**src/rtl/tcm_boot_monitor_if.sv**
```systemverilog
// Image stream in, TCM instruction write port out; slave side belongs to the boot monitor.
// The stream is valid/ready; the TCM write port has no backpressure.
interface tcm_boot_monitor_if #(
    parameter int ADDR_W = 32
) ();
    logic              ld_valid_i;
    logic [31:0]       ld_data_i;
    logic              ld_ready_o;
    logic [3:0]        tb_inst_we_o;
    logic [ADDR_W-1:0] tb_inst_addr_o;
    logic [31:0]       tb_inst_data_o;

    modport master (
        output ld_valid_i,
        output ld_data_i,
        input  ld_ready_o,
        input  tb_inst_we_o,
        input  tb_inst_addr_o,
        input  tb_inst_data_o
    );

    modport slave (
        input  ld_valid_i,
        input  ld_data_i,
        output ld_ready_o,
        output tb_inst_we_o,
        output tb_inst_addr_o,
        output tb_inst_data_o
    );
endinterface

```
**src/rtl/tcm_boot_monitor.sv**
```systemverilog
// Boot sequencer: streams an image into the TCM, pulses core reset, then counts branch-prediction stats.
// TCM write lands one cycle after each handshake; ld_ready is high only in LOAD and stalls indefinitely on valid.
module tcm_boot_monitor #(
    parameter int                ADDR_W         = 32,
    parameter logic [ADDR_W-1:0] BASE_ADDR      = '0,
    parameter int                WCNT_W         = 16,
    parameter int                CPU_RST_CYCLES = 1,
    parameter int                DRAIN_CYCLES   = 50,
    parameter int                MAX_RUN_CYCLES = 40000,
    parameter int                CNT_W          = 32
) (
    input  logic               clk_i,
    input  logic               rst_ni,
    input  logic               start_i,
    input  logic               abort_i,
    input  logic [WCNT_W-1:0]  num_words_i,
    input  logic [31:0]        stop_pc_i,
    tcm_boot_monitor_if.slave  bus,
    output logic               rst_cpu_o,
    input  logic               mon_br_vld_i,
    input  logic               mon_taken_i,
    input  logic               mon_pred_i,
    input  logic               mon_pc_vld_i,
    input  logic [31:0]        mon_pc_i,
    output logic [CNT_W-1:0]   cnt_branch_o,
    output logic [CNT_W-1:0]   cnt_hit_o,
    output logic [CNT_W-1:0]   cnt_miss_o,
    output logic [CNT_W-1:0]   cnt_cycle_o,
    output logic               busy_o,
    output logic               done_o,
    output logic               timeout_o,
    output logic [2:0]         state_o
);

    typedef enum logic [2:0] {
        S_IDLE   = 3'd0,
        S_LOAD   = 3'd1,
        S_CPURST = 3'd2,
        S_RUN    = 3'd3,
        S_DRAIN  = 3'd4,
        S_DONE   = 3'd5
    } state_t;

    localparam int RST_W = (CPU_RST_CYCLES > 1) ? $clog2(CPU_RST_CYCLES) : 1;
    localparam int DRN_W = (DRAIN_CYCLES > 1) ? $clog2(DRAIN_CYCLES) : 1;
    localparam int RUN_W = (MAX_RUN_CYCLES > 1) ? $clog2(MAX_RUN_CYCLES) : 1;
    localparam logic [RST_W-1:0] RST_LAST = RST_W'(CPU_RST_CYCLES - 1);
    localparam logic [DRN_W-1:0] DRN_LAST = DRN_W'(DRAIN_CYCLES - 1);
    localparam logic [RUN_W-1:0] RUN_LAST = RUN_W'(MAX_RUN_CYCLES - 1);

    state_t              state_q;
    state_t              state_d;
    logic                to_timeout;

    logic [WCNT_W-1:0]   nwords_q;
    logic [WCNT_W-1:0]   idx_q;
    logic [31:0]         stop_pc_q;
    logic [RST_W-1:0]    rst_cnt_q;
    logic [DRN_W-1:0]    drn_cnt_q;
    logic [RUN_W-1:0]    run_cnt_q;

    logic [3:0]          we_q;
    logic [ADDR_W-1:0]   addr_q;
    logic [31:0]         data_q;

    logic [CNT_W-1:0]    cnt_branch_q;
    logic [CNT_W-1:0]    cnt_hit_q;
    logic [CNT_W-1:0]    cnt_miss_q;
    logic [CNT_W-1:0]    cnt_cycle_q;

    logic                rst_cpu_q;
    logic                busy_q;
    logic                done_q;
    logic                timeout_q;

    logic                start_ok;
    logic                ld_hs;
    logic                last_word;
    logic                stop_hit;
    logic                counting;

    function automatic logic [CNT_W-1:0] sat_inc(input logic [CNT_W-1:0] v);
        return (&v) ? v : v + 1'b1;
    endfunction

    assign start_ok  = start_i && !abort_i && (state_q == S_IDLE || state_q == S_DONE);
    assign ld_hs     = bus.ld_valid_i && (state_q == S_LOAD);
    assign last_word = (idx_q == nwords_q - 1'b1);
    assign stop_hit  = mon_pc_vld_i && (mon_pc_i == stop_pc_q);
    assign counting  = (state_q == S_RUN || state_q == S_DRAIN) && !abort_i;

    always_comb begin
        state_d    = state_q;
        to_timeout = 1'b0;
        case (state_q)
            S_IDLE, S_DONE: begin
                if (start_i) begin
                    state_d = (num_words_i == '0) ? S_CPURST : S_LOAD;
                end
            end
            S_LOAD: begin
                if (ld_hs && last_word) begin
                    state_d = S_CPURST;
                end
            end
            S_CPURST: begin
                if (rst_cnt_q == RST_LAST) begin
                    state_d = S_RUN;
                end
            end
            S_RUN: begin
                // Stop PC outranks the run cap when both land in the same cycle.
                if (stop_hit) begin
                    state_d = (DRAIN_CYCLES == 0) ? S_DONE : S_DRAIN;
                end else if (run_cnt_q == RUN_LAST) begin
                    state_d    = S_DONE;
                    to_timeout = 1'b1;
                end
            end
            S_DRAIN: begin
                if (drn_cnt_q == DRN_LAST) begin
                    state_d = S_DONE;
                end
            end
            default: state_d = S_IDLE;
        endcase
        if (abort_i) begin
            state_d    = S_IDLE;
            to_timeout = 1'b0;
        end
    end

    always_ff @(posedge clk_i or negedge rst_ni) begin
        if (!rst_ni) begin
            state_q <= S_IDLE;
        end else begin
            state_q <= state_d;
        end
    end

    always_ff @(posedge clk_i or negedge rst_ni) begin
        if (!rst_ni) begin
            nwords_q     <= '0;
            idx_q        <= '0;
            stop_pc_q    <= '0;
            rst_cnt_q    <= '0;
            drn_cnt_q    <= '0;
            run_cnt_q    <= '0;
            we_q         <= '0;
            addr_q       <= '0;
            data_q       <= '0;
            cnt_branch_q <= '0;
            cnt_hit_q    <= '0;
            cnt_miss_q   <= '0;
            cnt_cycle_q  <= '0;
            rst_cpu_q    <= 1'b1;
            busy_q       <= 1'b0;
            done_q       <= 1'b0;
            timeout_q    <= 1'b0;
        end else begin
            we_q <= '0;
            // A word accepted in the abort cycle is dropped rather than written.
            if (ld_hs && !abort_i) begin
                we_q   <= 4'hF;
                addr_q <= BASE_ADDR + (ADDR_W'(idx_q) << 2);
                data_q <= bus.ld_data_i;
                idx_q  <= idx_q + 1'b1;
            end

            rst_cnt_q <= (state_q == S_CPURST && state_d == S_CPURST) ? rst_cnt_q + 1'b1 : '0;
            drn_cnt_q <= (state_q == S_DRAIN && state_d == S_DRAIN) ? drn_cnt_q + 1'b1 : '0;

            if (state_q == S_RUN && !abort_i) begin
                run_cnt_q <= run_cnt_q + 1'b1;
            end

            if (counting) begin
                cnt_cycle_q <= sat_inc(cnt_cycle_q);
                if (mon_br_vld_i) begin
                    cnt_branch_q <= sat_inc(cnt_branch_q);
                    if (mon_taken_i == mon_pred_i) begin
                        cnt_hit_q <= sat_inc(cnt_hit_q);
                    end else begin
                        cnt_miss_q <= sat_inc(cnt_miss_q);
                    end
                end
            end

            if (to_timeout) begin
                timeout_q <= 1'b1;
            end

            if (start_ok) begin
                nwords_q     <= num_words_i;
                stop_pc_q    <= stop_pc_i;
                idx_q        <= '0;
                run_cnt_q    <= '0;
                cnt_branch_q <= '0;
                cnt_hit_q    <= '0;
                cnt_miss_q   <= '0;
                cnt_cycle_q  <= '0;
                timeout_q    <= 1'b0;
            end

            // Status flags follow the next state so they line up with state_o.
            rst_cpu_q <= (state_d == S_IDLE || state_d == S_LOAD || state_d == S_CPURST);
            busy_q    <= (state_d == S_LOAD || state_d == S_CPURST ||
                          state_d == S_RUN  || state_d == S_DRAIN);
            done_q    <= (state_d == S_DONE);
        end
    end

    assign bus.ld_ready_o     = (state_q == S_LOAD);
    assign bus.tb_inst_we_o   = we_q;
    assign bus.tb_inst_addr_o = addr_q;
    assign bus.tb_inst_data_o = data_q;

    assign rst_cpu_o    = rst_cpu_q;
    assign cnt_branch_o = cnt_branch_q;
    assign cnt_hit_o    = cnt_hit_q;
    assign cnt_miss_o   = cnt_miss_q;
    assign cnt_cycle_o  = cnt_cycle_q;
    assign busy_o       = busy_q;
    assign done_o       = done_q;
    assign timeout_o    = timeout_q;
    assign state_o      = state_q;

    // Every branch is either a hit or a miss, so the sum tracks the total until something saturates.
    assert property (@(posedge clk_i) disable iff (!rst_ni)
        (!(&cnt_branch_q) && !(&cnt_hit_q) && !(&cnt_miss_q)) |->
        (({1'b0, cnt_hit_q} + {1'b0, cnt_miss_q}) == {1'b0, cnt_branch_q}));

endmodule

```
**src/flat_wrapper.sv**
```systemverilog
// flat-port wrapper written by rule: the top's interface ports become plain ports
module tcm_boot_monitor_flat 
#(
    parameter int                ADDR_W         = 32,
    parameter logic [ADDR_W-1:0] BASE_ADDR      = '0,
    parameter int                WCNT_W         = 16,
    parameter int                CPU_RST_CYCLES = 1,
    parameter int                DRAIN_CYCLES   = 50,
    parameter int                MAX_RUN_CYCLES = 40000,
    parameter int                CNT_W          = 32
)
  (clk_i, rst_ni, start_i, abort_i, num_words_i, stop_pc_i, rst_cpu_o, mon_br_vld_i, mon_taken_i, mon_pred_i, mon_pc_vld_i, mon_pc_i, cnt_branch_o, cnt_hit_o, cnt_miss_o, cnt_cycle_o, busy_o, done_o, timeout_o, state_o, bus_ld_valid_i, bus_ld_data_i, bus_ld_ready_o, bus_tb_inst_we_o, bus_tb_inst_addr_o, bus_tb_inst_data_o);
  tcm_boot_monitor_if #(.ADDR_W(ADDR_W)) bus_i ();
  input  logic clk_i;
  input  logic rst_ni;
  input  logic start_i;
  input  logic abort_i;
  input  logic [WCNT_W-1:0] num_words_i;
  input  logic [31:0] stop_pc_i;
  output logic rst_cpu_o;
  input  logic mon_br_vld_i;
  input  logic mon_taken_i;
  input  logic mon_pred_i;
  input  logic mon_pc_vld_i;
  input  logic [31:0] mon_pc_i;
  output logic [CNT_W-1:0] cnt_branch_o;
  output logic [CNT_W-1:0] cnt_hit_o;
  output logic [CNT_W-1:0] cnt_miss_o;
  output logic [CNT_W-1:0] cnt_cycle_o;
  output logic busy_o;
  output logic done_o;
  output logic timeout_o;
  output logic [2:0] state_o;
  input wire logic [$bits(bus_i.ld_valid_i)-1:0] bus_ld_valid_i;
  input wire logic [$bits(bus_i.ld_data_i)-1:0] bus_ld_data_i;
  output wire logic [$bits(bus_i.ld_ready_o)-1:0] bus_ld_ready_o;
  output wire logic [$bits(bus_i.tb_inst_we_o)-1:0] bus_tb_inst_we_o;
  output wire logic [$bits(bus_i.tb_inst_addr_o)-1:0] bus_tb_inst_addr_o;
  output wire logic [$bits(bus_i.tb_inst_data_o)-1:0] bus_tb_inst_data_o;
  assign bus_i.ld_valid_i = bus_ld_valid_i;
  assign bus_i.ld_data_i = bus_ld_data_i;
  assign bus_ld_ready_o = bus_i.ld_ready_o;
  assign bus_tb_inst_we_o = bus_i.tb_inst_we_o;
  assign bus_tb_inst_addr_o = bus_i.tb_inst_addr_o;
  assign bus_tb_inst_data_o = bus_i.tb_inst_data_o;
  tcm_boot_monitor #(.ADDR_W(ADDR_W), .BASE_ADDR(BASE_ADDR), .WCNT_W(WCNT_W), .CPU_RST_CYCLES(CPU_RST_CYCLES), .DRAIN_CYCLES(DRAIN_CYCLES), .MAX_RUN_CYCLES(MAX_RUN_CYCLES), .CNT_W(CNT_W)) u_core (.clk_i(clk_i), .rst_ni(rst_ni), .start_i(start_i), .abort_i(abort_i), .num_words_i(num_words_i), .stop_pc_i(stop_pc_i), .bus(bus_i), .rst_cpu_o(rst_cpu_o), .mon_br_vld_i(mon_br_vld_i), .mon_taken_i(mon_taken_i), .mon_pred_i(mon_pred_i), .mon_pc_vld_i(mon_pc_vld_i), .mon_pc_i(mon_pc_i), .cnt_branch_o(cnt_branch_o), .cnt_hit_o(cnt_hit_o), .cnt_miss_o(cnt_miss_o), .cnt_cycle_o(cnt_cycle_o), .busy_o(busy_o), .done_o(done_o), .timeout_o(timeout_o), .state_o(state_o));
endmodule
```
**config.mk**
```make
export PLATFORM = sky130hd
export DESIGN_NAME = tcm_boot_monitor_flat
export DESIGN_NICKNAME = d
export VERILOG_FILES = /design/src/rtl/tcm_boot_monitor_if.sv /design/src/rtl/tcm_boot_monitor.sv /design/src/flat_wrapper.sv
export SDC_FILE = /design/constraint.sdc
export NUM_CORES = 1
export LEC_CHECK = 0
export ABC_AREA = 1
export BUFFER_PORTS_ARGS = -buffer_cell sky130_fd_sc_hd__buf_2
export CORE_MARGIN = 8
export CORE_UTILIZATION = 45
export DETAILED_ROUTE_END_ITERATION = 10
export GPL_ROUTABILITY_DRIVEN = 0
export MAX_ROUTING_LAYER = met4
export PLACE_DENSITY_LB_ADDON = 0.3
export SYNTH_ARGS = -nofsm -noshare
export SYNTH_HDL_FRONTEND = slang
export SYNTH_SLANG_ARGS = --single-unit
```
**constraint.sdc**
```tcl
create_clock -name clk_i -period 1.95 [get_ports clk_i]
set_clock_uncertainty 0.15 [all_clocks]
set_input_delay 0.39 -clock clk_i [delete_from_list [all_inputs] [get_ports clk_i]]
set_output_delay 0.39 -clock clk_i [all_outputs]
set_load 0.005 [all_outputs]
```
==> flow_summary.yaml, run 1 <==
power_and_ir_drop:
  p_seq_share_pct: 34.8
  swShare_pct: 32.32
  leakage_nw: 11.96
  pwr-share-comb_pct: 32.7
  p_int_w: 0.01412
  p_switching_w: 0.006740
  p_per_area_mw_per_mm2: 844.8
  clkPwrFrac_pct: 32.6
  vdd_drop_max_mv: 0.6690
logic_synthesis:
  synth_ff_type: "dfrtp_1"
  yosys.cell_types.count: 47
  synth_cells: 2055
  synth.most_common_cell: "nand2_1"
  synthArstFlopShare_pct: 100.0
  yosysWarningCount: 0
  synth.largest_area_cell: "dfrtp_1"
  synth-edff-count: 0
  synth_common_cells: "nand2_1, dfrtp_1, inv_1"
  synth_top_area_share_pct: 43.98
  ys_seq_area_share_pct: 44.15
  synthTopCellsByArea: "dfrtp_1, nand2_1, inv_1"
  avgSynthCellArea_um2: 7.476
  syn_area_mm2: 0.01536
  synth-seq-cells: 271
critical_path:
  worstPathArrival_ns: 2.59
  cp_slowest_cell: "dfrtp_1"
  crit_chain: "inv_2, buf_4, buf_6, nand3_4, nor2_4, nand2_4, inv_4, nand2_4, nor3_4, inv_1, nor2_2, nand3_2, buf_6, buf_6, nor2_2, nor2_1"
  rrSetupSlack_ns: -0.40
  r2r_end: "u_core.idx_q[9]"
  critPathMaxStageDelay_ns: 0.40
  reg2reg_from: "u_core.state_o[1]"
  critical_path_buf_inv_count: 7
  worst-setup-path-type: "reg2reg"
  critPathRequiredTime_ns: 2.19
  worst_path_most_repeated_cell: "buf_6"
  critPathLaunchType: "flip-flop"
  rr_worst_depth: 16
  cp_max_fo: 3
  critPathTopFamily: "simple AND/OR/NAND/NOR gates"
  end_kind: "flip-flop"
global_route:
  grt_pass1_vias: 17420
  grt_pass1_wl_um: 87990
  track_usage_pct: 26.73
  grt_max_degree: 80
  antenna_found_initial: 1
  grt_overflow_total: 0
clocking:
  cts-root-buf: "clkbuf_16"
  cts_buffer_depth: 3
  clk_latency_ns: 0.50
  clock_sinks: 271
  htree_levels: 2
  cts_buffers: 34
  clk_pin_slew_worst_paths_ns: 0.06
  tritoncts: "done"
sta:
  worstMarginPinSlew_ns: 0.5758
  layout_min_cycle_time_ns: 2.353
  finalSetupViolCount: 214
  finalHoldViolations: 0
  slew_headroom_pct: 61.61
  fin_hold_ws_ns: 0.06156
  grt_setup_unrepaired: "yes"
  setup_slack_ns: -0.4031
  fin_crit_sh_pct: 120.7
  slew_violations: 0
  fin_tns_setup_ns: -49.37
  fmax_ghz: 0.4250
drt:
  drt-wirelength-per-cell_um: 17.96
  vias: 17940
  drc: 0
  firstDrtPassIters: 6
  ant_nets: 0
  viasPerCell: 5.359
  wirelength_um: 60110
  drt_iter0_drc: 1485
final_layout:
  layout.nets: 3001
  design_area_mm2: 0.02469
  syn2layout_area_growth_pct: 60.70
  drive_above_1_share_pct: 37.80
placed_design:
  place_area_mm2: 0.02015
  place_hpwl_um: 38270
  port_buffers: 308
floorplan:
  dieHeight_um: 200.8
  die_w_um: 200.8
  io_pins: 325
  dieArea_mm2: 0.04031
  fp-row-count: 67
  core_mm2: 0.03362
  start_util_pct: 45.70
worst_hold_path:
  min_path_type: "in2reg"
  min_path_cells: 4
  hold_path_end: "u_core.nwords_q[9]"
  hold_path_startpoint: "num_words_i[9]"
flow_run:
  drv_cap: 0
outcome:
  violations: "setup timing"
  outcome: "complete, but fails checks"
[power groups by stage]
stage / sequential [W] / clock, W / combinational [W]
after global placement: 0.00723 / 0 / 0.00539
final: 0.00725 / 0.00679 / 0.00681
after detailed placement: 0.00726 / 0 / 0.00553
after global routing: 0.00735 / 0.00714 / 0.00739
after floorplan: 0.00749 / 0 / 0.00223
after CTS: 0.00720 / 0.00690 / 0.00595
[metal layers]
metal  part of all wire (%)  GRT usage, %  wire length, um  vias up
met1                     41         33.91            24350     8501
met2                     47         43.67            28450      898
met3                    8.1         3.647             4893      195
met4                    4.0         9.067             2420        0
li1                       -             -                -     8343
met5                      0             -                0        -
[cells in the final DEF (no fill, tap or decap), drive strengths merged]
cell         synthesis  final
o31ai               67     67
nand2              620    620
o21ai              126    126
ha                   9      9
inv                219    220
nor3b                3      3
nor4                32     32
diode                0      2
conb                 1     17
nand3b               7      7
nor2               211    211
clkinv               0      4
a221oi               1      1
xnor2               49     49
or2                  1      1
nand3               79     81
dlygate4sd3          0     65
nand4               50     50
xor2                58     58
a2bb2oi              2      2
o21a                 2      2
dfstp                1      1
o311a                1      1
a211oi               3      3
a21boi               1      1
o211a                1      1
a21oi               48     48
a22o                 1      1
clkbuf              40     68
nor3               108    108
a21o                 1      1
a31oi                4      4
bufbuf               0      2
buf                 39    760
bufinv               0      3
dfrtp              270    270
[repair_timing]
item / 4_1_cts / 5_1_grt
cloned: 5 / 24
gates resized for setup: 148 / 271
hold buffers: 65 / 0
buffers inserted: 34 / 38
pin swaps: 35 / 43
endpoints found under the hold margin: 104 / 0
setup endpoints to repair: 197 / 213
[tightest hold or removal path: cells and delay by family]
kind,cells,cell delay [ns]
and+or+nand+nor,1,0.04
AOI/OAI and AO/OA,1,0.06
buffers and inverters,2,0.18
[registers in the layout, summed over array words and instances (netlist names)]
register / flops
u_core.cnt_branch_o: 32
u_core.run_cnt_q: 16
u_core.state_o: 3
u_core.cnt_hit_o: 32
u_core.nwords_q: 16
u_core.cnt_cycle_o: 32
u_core.timeout_o: 1
u_core.done_o: 1
u_core.stop_pc_q: 32
u_core.rst_cpu_o: 1
u_core.cnt_miss_o: 32
u_core.bus.tb_inst_data_o: 32
u_core.bus.tb_inst_we_o: 1
u_core.busy_o: 1
u_core.rst_cnt_q: 1
u_core.idx_q: 16
u_core.drn_cnt_q: 6
u_core.bus.tb_inst_addr_o: 16
[how the worst max path moves through the flow]
stage,from,to,slack [ns],cells past startpoint
floorplan,u_core.state_o[0],u_core.cnt_hit_o[7],-0.10,13
global placement,u_core.cnt_branch_o[17],u_core.cnt_branch_o[21],-0.42,8
CTS,u_core.state_o[0],u_core.cnt_hit_o[20],-0.31,11
detailed placement,u_core.cnt_branch_o[17],u_core.cnt_branch_o[24],-0.42,9
global route,u_core.state_o[1],u_core.idx_q[11],-0.53,15
finish,u_core.state_o[1],u_core.idx_q[9],-0.40,16
[logic make-up (layout without fill, tap and decap cells)]
| family | count (synthesis) | in the layout | synth area share [%] |
|---|---|---|---|
| and+or+nand+nor | 1111 | 1113 | 30.96 |
| xor gates and xnor gates | 107 | 107 | 6.100 |
| AOI/OAI and AO/OA | 258 | 258 | 9.879 |
| buffers and inverters | 298 | 1122 | 8.152 |
| DFF | 271 | 271 | 44.15 |
| other | 1 | 19 | 0.02441 |
| adders and majority gates | 9 | 9 | 0.7330 |
[area by class of cell]
cell class / count / area (um2)
Fill cell: 2406 / 8927
Multi-Input combinational cell: 1504 / 8696
Sequential cell: 271 / 6788
Timing Repair Buffer: 841 / 6565
Clock buffer: 54 / 1110
Inverter: 219 / 842.1
Tap cell: 448 / 560.5
Clock inverter: 8 / 122.6
Antenna cell: 2 / 5.005
[stage by stage]
| stage | cells | power [W] | worst slack, ns | util [%] |
|---|---|---|---|---|
| CTS | 3284 | 0.02004 | -0.3129 | 68.25 |
| global route | 3346 | 0.02187 | -0.5268 | 73.44 |
| global placement | 3121 | 0.01263 | -0.4150 | 59.93 |
| detailed placement | 3121 | 0.01280 | -0.4220 | 59.93 |
| floorplan | 2071 | 0.009718 | -0.1034 | - |
| finish | 3347 | 0.02086 | -0.4031 | 73.44 |
(Power assumes the default switching activity.)
==> run 2: changes to the inputs <==
--- a/config.mk
+++ b/config.mk
@@ -7,8 +7,10 @@
 export LEC_CHECK = 0
 export ABC_AREA = 1
 export BUFFER_PORTS_ARGS = -buffer_cell sky130_fd_sc_hd__buf_2
+export CAP_MARGIN = 20
 export CORE_MARGIN = 8
-export CORE_UTILIZATION = 45
+export CORE_UTILIZATION = 50
+export CTS_BUF_LIST = sky130_fd_sc_hd__clkbuf_16
 export DETAILED_ROUTE_END_ITERATION = 10
 export GPL_ROUTABILITY_DRIVEN = 0
 export MAX_ROUTING_LAYER = met4
==> flow_summary.yaml, run 2 (synthesis results as in run 1) <==
drt:
  wirelength_um: 65920
  drt_iter0_drc: 2177
  viasPerCell: 5.756
  vias: 19040
  firstDrtPassIters: 6
  ant_nets: 0
  drt-wirelength-per-cell_um: 19.93
  drc: 0
sta:
  setup_slack_ns: -0.4057
  finalHoldViolations: 0
  slew_headroom_pct: 63.67
  worstMarginPinSlew_ns: 0.5404
  fin_crit_sh_pct: 120.8
  finalSetupViolCount: 192
  fmax_ghz: 0.4245
  layout_min_cycle_time_ns: 2.356
  slew_violations: 0
  grt_setup_unrepaired: "yes"
final_layout:
  final_cell_mix: "nand2_1, buf_4, buf_2"
  drive_above_1_share_pct: 39.11
  final_common_cell: "nand2_1"
  design_area_mm2: 0.02509
  syn2layout_area_growth_pct: 63.30
  layout.nets: 3015
power_and_ir_drop:
  p_int_w: 0.01380
  leakage_nw: 12.03
  clkPwrFrac_pct: 30.2
  p_per_area_mw_per_mm2: 837.6
  swShare_pct: 34.35
  p_switching_w: 0.007219
  pwr-share-comb_pct: 35.1
  vdd_drop_max_mv: 0.8181
  p_seq_share_pct: 34.7
critical_path:
  critPathTopFamily: "simple AND/OR/NAND/NOR gates"
  cp_max_fo: 4
  cp_slowest_cell: "nor4_1"
  end_kind: "flip-flop"
  cp.depth: 8
  critPathRequiredTime_ns: 2.28
  worstPathArrival_ns: 2.69
  critical_path_buf_inv_count: 1
  r2r_end: "u_core.cnt_hit_o[29]"
  worst-setup-path-type: "reg2reg"
  critPathMaxStageDelay_ns: 0.40
  crit_chain: "buf_4, nand2_1, nor2_1, nand4_1, nor4_1, nand3b_1, xor2_1, o31ai_4"
  reg2reg_from: "u_core.cnt_hit_o[14]"
  rrSetupSlack_ns: -0.41
  rr_worst_depth: 8
  critPathLaunchType: "flip-flop"
placed_design:
  port_buffers: 308
  place_area_mm2: 0.02018
  place_hpwl_um: 37810
  place_ws_ns: -0.5482
global_route:
  track_usage_pct: 30.92
  grt_overflow_total: 0
  grt_max_degree: 62
  grt_pass1_wl_um: 90430
  antenna_found_initial: 1
  grt_pass1_vias: 18380
floorplan:
  die_w_um: 191.3
  dieArea_mm2: 0.03659
  fp-row-count: 64
  core_mm2: 0.03043
  dieHeight_um: 191.3
  start_util_pct: 50.49
  io_pins: 325
clocking:
  cts_buffers: 31
  clk_pin_slew_worst_paths_ns: 0.07
  cts_buffer_depth: 3
  clk_latency_ns: 0.57
  cts-root-buf: "clkbuf_16"
  clock_sinks: 271
  tritoncts: "done"
  htree_levels: 1
worst_hold_path:
  min_path_type: "in2reg"
  hold_path_startpoint: "num_words_i[3]"
  min_path_cells: 4
  hold_path_end: "u_core.nwords_q[3]"
outcome:
  violations: "setup timing"
  outcome: "complete, but fails checks"
flow_run:
  drv_cap: 0
## run 2: area by class of cell
class / count / area, um2
sequential: 271 / 6784
timing repair buffer: 858 / 6828
fill: 1651 / 5340
antenna: 1 / 2.502
clock buffer: 31 / 775.7
tap: 396 / 495.5
inverter: 219 / 859.6
clock inverter: 27 / 309.0
multi-input combinational: 1503 / 9026
timing repair inverter: 1 / 8.758
## run 2: power by group through the flow
stage                     combinational [W]  clock, W  sequential, W
final                               0.00738   0.00635        0.00728
after global routing                0.00790   0.00663        0.00735
after CTS                           0.00621   0.00634        0.00717
after detailed placement            0.00556         0        0.00725
after global placement              0.00538         0        0.00721
after floorplan                     0.00223         0        0.00749
## run 2: per-layer routing
metal,wire (um),track usage [%],vias up
met5,0,-,-
met2,31920,51.57,1293
met3,6237,4.506,316
li1,-,-,8370
met1,24320,37.24,9057
met4,3442,12.82,0
## run 2: how the worst max path moves through the flow
stage / endpoint / slack [ns] / startpoint
floorplan: u_core.cnt_hit_o[7] / -0.10 / u_core.state_o[0]
global placement: u_core.cnt_miss_o[5] / -0.40 / u_core.state_o[0]
detailed placement: u_core.cnt_miss_o[17] / -0.55 / u_core.state_o[0]
CTS: u_core.cnt_miss_o[2] / -0.39 / u_core.state_o[1]
global route: u_core.cnt_hit_o[27] / -0.59 / u_core.cnt_hit_o[20]
finish: u_core.cnt_hit_o[29] / -0.41 / u_core.cnt_hit_o[14]
## run 2: what timing repair did
item / CTS / global route
setup endpoints to repair: 218 / 270
pin swaps: 30 / 37
resized for setup: 166 / 311
buffers inserted: 33 / 29
hold buffers: 78 / 0
cloned: 9 / 22
endpoints found under the hold margin: 150 / 0
## run 2: worst register-to-register path, stage by stage, from the launching register on
cell	delay (ns)
dfrtp_1	0.37
buf_4	0.16
nand2_1	0.08
nor2_1	0.23
nand4_1	0.21
nor4_1	0.40
nand3b_1	0.20
xor2_1	0.21
o31ai_4	0.25
## run 2: per-stage QoR
step,cells,hold slack [ns],power (W),util [%],setup TNS [ns]
floorplan,2071,-0.05559,0.009718,-,-5.085
detailed placement,3081,0.2067,0.01281,66.33,-67.29
CTS,3258,0.02061,0.01972,76.09,-47.67
finish,3307,0.04291,0.02101,82.45,-50.30
global placement,3081,0.2047,0.01260,66.33,-54.85
global route,3307,0.03584,0.02188,82.45,-69.52
